$ cat config.mk
export PLATFORM = sky130hd
export DESIGN_NAME = gate_resp_misr
export DESIGN_NICKNAME = d
export VERILOG_FILES = /design/src/rtl/gate_resp_misr.sv
export SDC_FILE = /design/constraint.sdc
export NUM_CORES = 1
export LEC_CHECK = 0
export CAP_MARGIN = 20
export CORE_MARGIN = 4
export CORE_UTILIZATION = 45
export DETAILED_ROUTE_END_ITERATION = 12
export GPL_TIMING_DRIVEN = 0
export PLACE_DENSITY = 0.87
export SYNTH_ARGS = -nofsm -noshare
export SYNTH_HDL_FRONTEND = slang
export SYNTH_SLANG_ARGS = --single-unit
$ cat constraint.sdc
create_clock -name clk -period 2.6 [get_ports clk]
set_clock_uncertainty 0.15 [all_clocks]
set_input_delay 0.78 -clock clk [delete_from_list [all_inputs] [get_ports clk]]
set_output_delay 0.78 -clock clk [all_outputs]
set_load 0.005 [all_outputs]
$ cat src/rtl/gate_resp_misr.sv
// -----------------------------------------------------------------------------
// gate_resp_misr
// Response compactor for the 21-input/10-output gate-library netlist. Each
// accepted response vector is folded into a multiple-input signature register.
// After NUM_PAT patterns the signature is compared with GOLDEN and the result
// is held until the next start or abort.
//
// Ports:
//   clk         in   clock, all state on rising edge
//   rst         in   synchronous active-high reset
//   start       in   begin a run (honoured in IDLE and DONE only)
//   abort       in   cancel a run, return to IDLE (beats start and accept)
//   resp        in   RESP_W response vector (N195..N221, MSB-first)
//   resp_mask   in   RESP_W bit mask, 0 = bit ignored (GATE_RESP_MISR_MASK_EN only)
//   resp_valid  in   resp carries a pattern
//   resp_ready  out  block accepts resp this cycle
//   busy        out  run in progress (RUN or CHECK)
//   done        out  run finished, pass valid
//   pass        out  final signature == GOLDEN
//   signature   out  current MISR contents
//   pat_count   out  patterns accepted in current/last run
//
// Build option: define GATE_RESP_MISR_MASK_EN to add the resp_mask input so
// X-prone response bits can be excluded from the signature.
// -----------------------------------------------------------------------------
module gate_resp_misr #(
   parameter int               RESP_W  = 10,
   parameter int               SIG_W   = 16,
   parameter logic [SIG_W-1:0] POLY    = 16'h1021,
   parameter logic [SIG_W-1:0] SEED    = 16'h0000,
   parameter int               NUM_PAT = 256,
   parameter logic [SIG_W-1:0] GOLDEN  = 16'h0000
) (
   input  logic              clk,
   input  logic              rst,
   input  logic              start,
   input  logic              abort,
   input  logic [RESP_W-1:0] resp,
`ifdef GATE_RESP_MISR_MASK_EN
   input  logic [RESP_W-1:0] resp_mask,
`endif
   input  logic              resp_valid,
   output logic              resp_ready,
   output logic              busy,
   output logic              done,
   output logic              pass,
   output logic [SIG_W-1:0]  signature,
   output logic [15:0]       pat_count
);

   typedef enum logic [1:0] {
      IDLE  = 2'd0,
      RUN   = 2'd1,
      CHECK = 2'd2,
      DONE  = 2'd3
   } state_t;

   // pat_count value just before the final accept of a run
   localparam logic [15:0] LAST_CNT = 16'(NUM_PAT - 1);

   state_t            state_q, state_d;
   logic [SIG_W-1:0]  sig_q, sig_d;
   logic [15:0]       cnt_q, cnt_d;
   logic              pass_q, pass_d;

   logic [RESP_W-1:0] resp_eff;
   logic [SIG_W-1:0]  fold_sig;
   logic              accept;

`ifdef GATE_RESP_MISR_MASK_EN
   assign resp_eff = resp & resp_mask;
`else
   assign resp_eff = resp;
`endif

   // One MISR step per bit: shift left, XOR the feedback taps when the MSB
   // falls out, and fold in the response on the low RESP_W bits.
   genvar gi;
   generate
      for (gi = 0; gi < SIG_W; gi++) begin : g_fold
         logic shift_bit;
         logic in_bit;
         if (gi == 0) begin : g_lsb
            assign shift_bit = 1'b0;
         end else begin : g_mid
            assign shift_bit = sig_q[gi-1];
         end
         if (gi < RESP_W) begin : g_in
            assign in_bit = resp_eff[gi];
         end else begin : g_zero
            assign in_bit = 1'b0;
         end
         assign fold_sig[gi] = shift_bit ^ (sig_q[SIG_W-1] & POLY[gi]) ^ in_bit;
      end
   endgenerate

   // Handshake outputs decode the state register only, so resp_ready has
   // no combinational dependence on resp_valid.
   assign resp_ready = (state_q == RUN);
   assign busy       = (state_q == RUN) || (state_q == CHECK);
   assign done       = (state_q == DONE);
   assign pass       = pass_q;
   assign signature  = sig_q;
   assign pat_count  = cnt_q;

   assign accept = resp_valid && resp_ready && !abort;

   always_comb begin
      state_d = state_q;
      sig_d   = sig_q;
      cnt_d   = cnt_q;
      pass_d  = pass_q;
      if (abort) begin
         // signature and count are left intact for post-mortem inspection
         state_d = IDLE;
         pass_d  = 1'b0;
      end else begin
         case (state_q)
            IDLE: begin
               if (start) begin
                  sig_d   = SEED;
                  cnt_d   = '0;
                  state_d = RUN;
               end
            end
            RUN: begin
               if (accept) begin
                  sig_d = fold_sig;
                  cnt_d = cnt_q + 16'd1;
                  if (cnt_q == LAST_CNT) begin
                     state_d = CHECK;
                  end
               end
            end
            CHECK: begin
               pass_d  = (sig_q == GOLDEN);
               state_d = DONE;
            end
            DONE: begin
               if (start) begin
                  sig_d   = SEED;
                  cnt_d   = '0;
                  pass_d  = 1'b0;
                  state_d = RUN;
               end
            end
            default: state_d = IDLE;
         endcase
      end
   end

   always_ff @(posedge clk) begin
      if (rst) begin
         state_q <= IDLE;
         sig_q   <= SEED;
         cnt_q   <= '0;
         pass_q  <= 1'b0;
      end else begin
         state_q <= state_d;
         sig_q   <= sig_d;
         cnt_q   <= cnt_d;
         pass_q  <= pass_d;
      end
   end

endmodule

==> reports/results.tsv <==
stage	metric	value	unit
floorplanning	die width	70.0	um
critical_path	Setup CP Type	flop to output pin	
global_routing	vias in the first global route	1748	
clock_network	CTS Sinks	35	
power	PD cells	518	mW/mm^2
sta	RSZ-0062 raised after global routing	false	
hold_path	HP Class	flop to flop	
floorplanning	core box area	0.00369	sq mm
sta	fin crit share	97.5	%
clock_network	hold buffer count at cts	0	
sta	minimum clock period after layout	2.54	ns
route	Vias/cell	5.62	
power	Reg power frac	44.8	%
clock_network	H-tree Lvls	2	
synthesis	post-synthesis cell type count	34	
global_routing	grt total ovfl	0	
synthesis	Synth async-reset ratio	0	%
floorplanning	Starting Density	46.9	%
finish	Diodes inserted	0	
floorplanning	floorplan row count	22	
synthesis	Yosys top cell by area	dfxtp_1	
synthesis	top cell type's share of synthesized area	40.5	%
place	Cell Area, Placed	0.00229	sq mm
power	sw frac	24.8	%
synthesis	#FFs+latches synth	35	
synthesis	Main synth FF type	dfxtp_1	
clock_network	clock buffer depth	2	
place	Place WS	-0.377	ns
critical_path	Crit. End Element	output pin	
clock_network	CTS tree	yes	
critical_path	Worst setup SP type	flop	
sta	Slew HR	66.6	%
finish	Multi-input gate area	977	sq um
run_status	outcome	completed	
route	DR pass1 iterations	4	
route	vias	1771	
run	max_cap viols	0	
critical_path	arrival time at the worst endpoint	1.61	ns
sta	Final WS setup	0.0637	ns
finish	Fillers	317	
finish	most frequent cells in the layout	clkdlybuf4s50_1 (49), dfxtp_1 (34), a21oi_1 (28), nand2_1 (28), nand3_1 (13)	
route	DRC viols	0	
finish	register area	704	sq um
global_routing	first-pass GRT wire length	8050	um
synthesis	Synth area leaders	dfxtp_1 (40%), a21oi_1 (8.1%), nand2_1 (6.1%)	
synthesis	Cells after Synth	209	
synthesis	Seq/Total Area, Yosys	40.5	%
power	logic gate share of total power	14.7	%
finish	fin nets	286	
finish	share of cells above drive strength 1	7.12	%
sta	Fmax	0.394	GHz
floorplanning	IO Pins	51	
place	Routability Congestion	0.867	
power	Clk pwr share	40.4	%
global_routing	initial antenna violation count	0	
global_routing	largest net degree at the start of global routing	12	
synthesis	Avg Cell Area, Syn	8.29	sq um
clock_network	Root Driver	clkbuf_8	
clock_network	Reg clk slew, reported paths	0.07	ns
synthesis	number of enable flip-flop cells after synthesis	0	
route	WL final	4660	um
route	antenna viol nets, final	0	
power	static leakage	0.816	nW
sta	Fin Hold WS	0.308	ns
global_routing	All-Layer GR Usage	19.9	%
power	switching pwr	0.000314	W
synthesis	Mapped Area	0.00173	sq mm
power	P_int	0.000951	W
finish	Area growth syn-to-layout	41.0	%
power	Max IR drop VDD	0.000325	V
critical_path	Worst EP required	1.67	ns
synthesis	Warnings, synthesis	0	
sta	Slew Limit Fails	0	
clock_network	Skew-Pair Late Insertion Delay	0.29	ns
clock_network	CTS Buf Count	5	
sta	final setup fails	0	
place	IO Port Bufs	50	
critical_path	Critical Path Fanout Max	10	
sta	slew at the pin closest to its max-slew limit	0.501	ns
finish	Final Instance Area	0.00244	sq mm
floorplanning	Die H	70.0	um
sta	Fin. Hold Viols	0	
floorplanning	die area	0.00490	sq mm
place	Detailed Place HPWL	3320	um
clock_network	Post-CTS Setup Bufs	0	
synthesis	syn_nets	229	
route	First DRT Iteration DRCs	179	
finish	most common cell after layout, fill and taps aside	clkdlybuf4s50_1	
route	wire per inst	14.8	um
[power groups by stage]
stage          Sequential (W)  Clock, W  Combinational (W)
3_3_place_gp         0.000577         0           0.000172
4_1_cts              0.000567  0.000523           0.000185
2_1_floorplan        0.000576         0          0.0000963
3_5_place_dp         0.000578         0           0.000176
5_1_grt              0.000569  0.000542           0.000207
6_report             0.000567  0.000511           0.000186
[final cells by class]
cell class	count	share of cell area, %
Buffer	10	1.95
Timing Repair Buffer	50	20.6
Inverter	7	1.28
Clock inverter	2	1.44
Multi-Input combinational cell	157	40.0
Clock buffer	6	3.38
Sequential cell	35	28.9
Tap cell	48	2.46
[flip-flops by register name (all words and copies together) (netlist names)]
signal	cells
state_q	2
pass	1
signature	16
pat_count	16
[per-layer routing]
layer | vias up | global-route usage (%) | routed length (um) | share of wire [%]
met5 | - | 0 | 0 | 0
met4 | 0 | 7.87 | 80 | 1.7
met3 | 9 | 6.76 | 366 | 7.9
met2 | 64 | 33.6 | 2310 | 50
met1 | 832 | 23.1 | 1900 | 41
li1 | 866 | - | - | -
[cells by family (layout without fill, tap and decap cells)]
family / after synthesis / in the layout / share of synthesized area (%)
compound gates: 52 / 52 / 17.8
mux: 1 / 1 / 0.578
simple gates: 85 / 85 / 26.4
flops: 35 / 35 / 40.5
fa+ha+maj: 5 / 5 / 3.61
xor+xnor: 14 / 14 / 7.08
buf+inv: 17 / 75 / 4.12
[synthesized netlist by cell type, types with 4 or more instances]
master    instances
a211oi_1          6
o31ai_1           7
or3_1             5
nand4_1           5
clkbuf_1          9
or4_1             8
dfxtp_1          35
a21oi_1          28
nand3_1          13
nor2_1            5
nand2_1          28
xnor2_1           6
nor3_1            4
o21ai_0           5
inv_1             6
xor2_1            8
ha_1              5
[per-stage QoR]
stage / total power, W / instances / setup TNS, ns / util, %
floorplan: 0.000672 / 209 / 0 / -
global placement: 0.000749 / 307 / -2.20 / 62.1
global route: 0.00132 / 315 / 0 / 66.2
finish: 0.00126 / 315 / 0 / 66.2
CTS: 0.00127 / 315 / 0 / 65.8
detailed placement: 0.000754 / 307 / -3.59 / 62.1
[final timing paths]
check                           from                         to  slack (ns)  depth (start not counted)
max reg2reg  state_q[1]$_SDFFE_PP0P_  pat_count[7]$_SDFFE_PP0P_        0.28                          7
min reg2reg        pass$_SDFFE_PP0P_          pass$_SDFFE_PP0P_        0.31                          2
max          state_q[0]$_SDFFE_PP0P_                       busy        0.06                          4
min                pass$_SDFFE_PP0P_          pass$_SDFFE_PP0P_        0.31                          2
[critical path: stages (launching register included)]
cell and delay, ns:
dfxtp_4 0.37, inv_1 0.08, ha_4 0.26, clkinv_4 0.09, clkdlybuf4s50_1 0.51
[repair_timing]
action / 4_1_cts / 5_1_grt
pin swaps: 1 / 0
gates resized for setup: 4 / 8
endpoints found under the setup margin: 3 / 8
No activity file was read; power rests on OpenSTA's default activity.
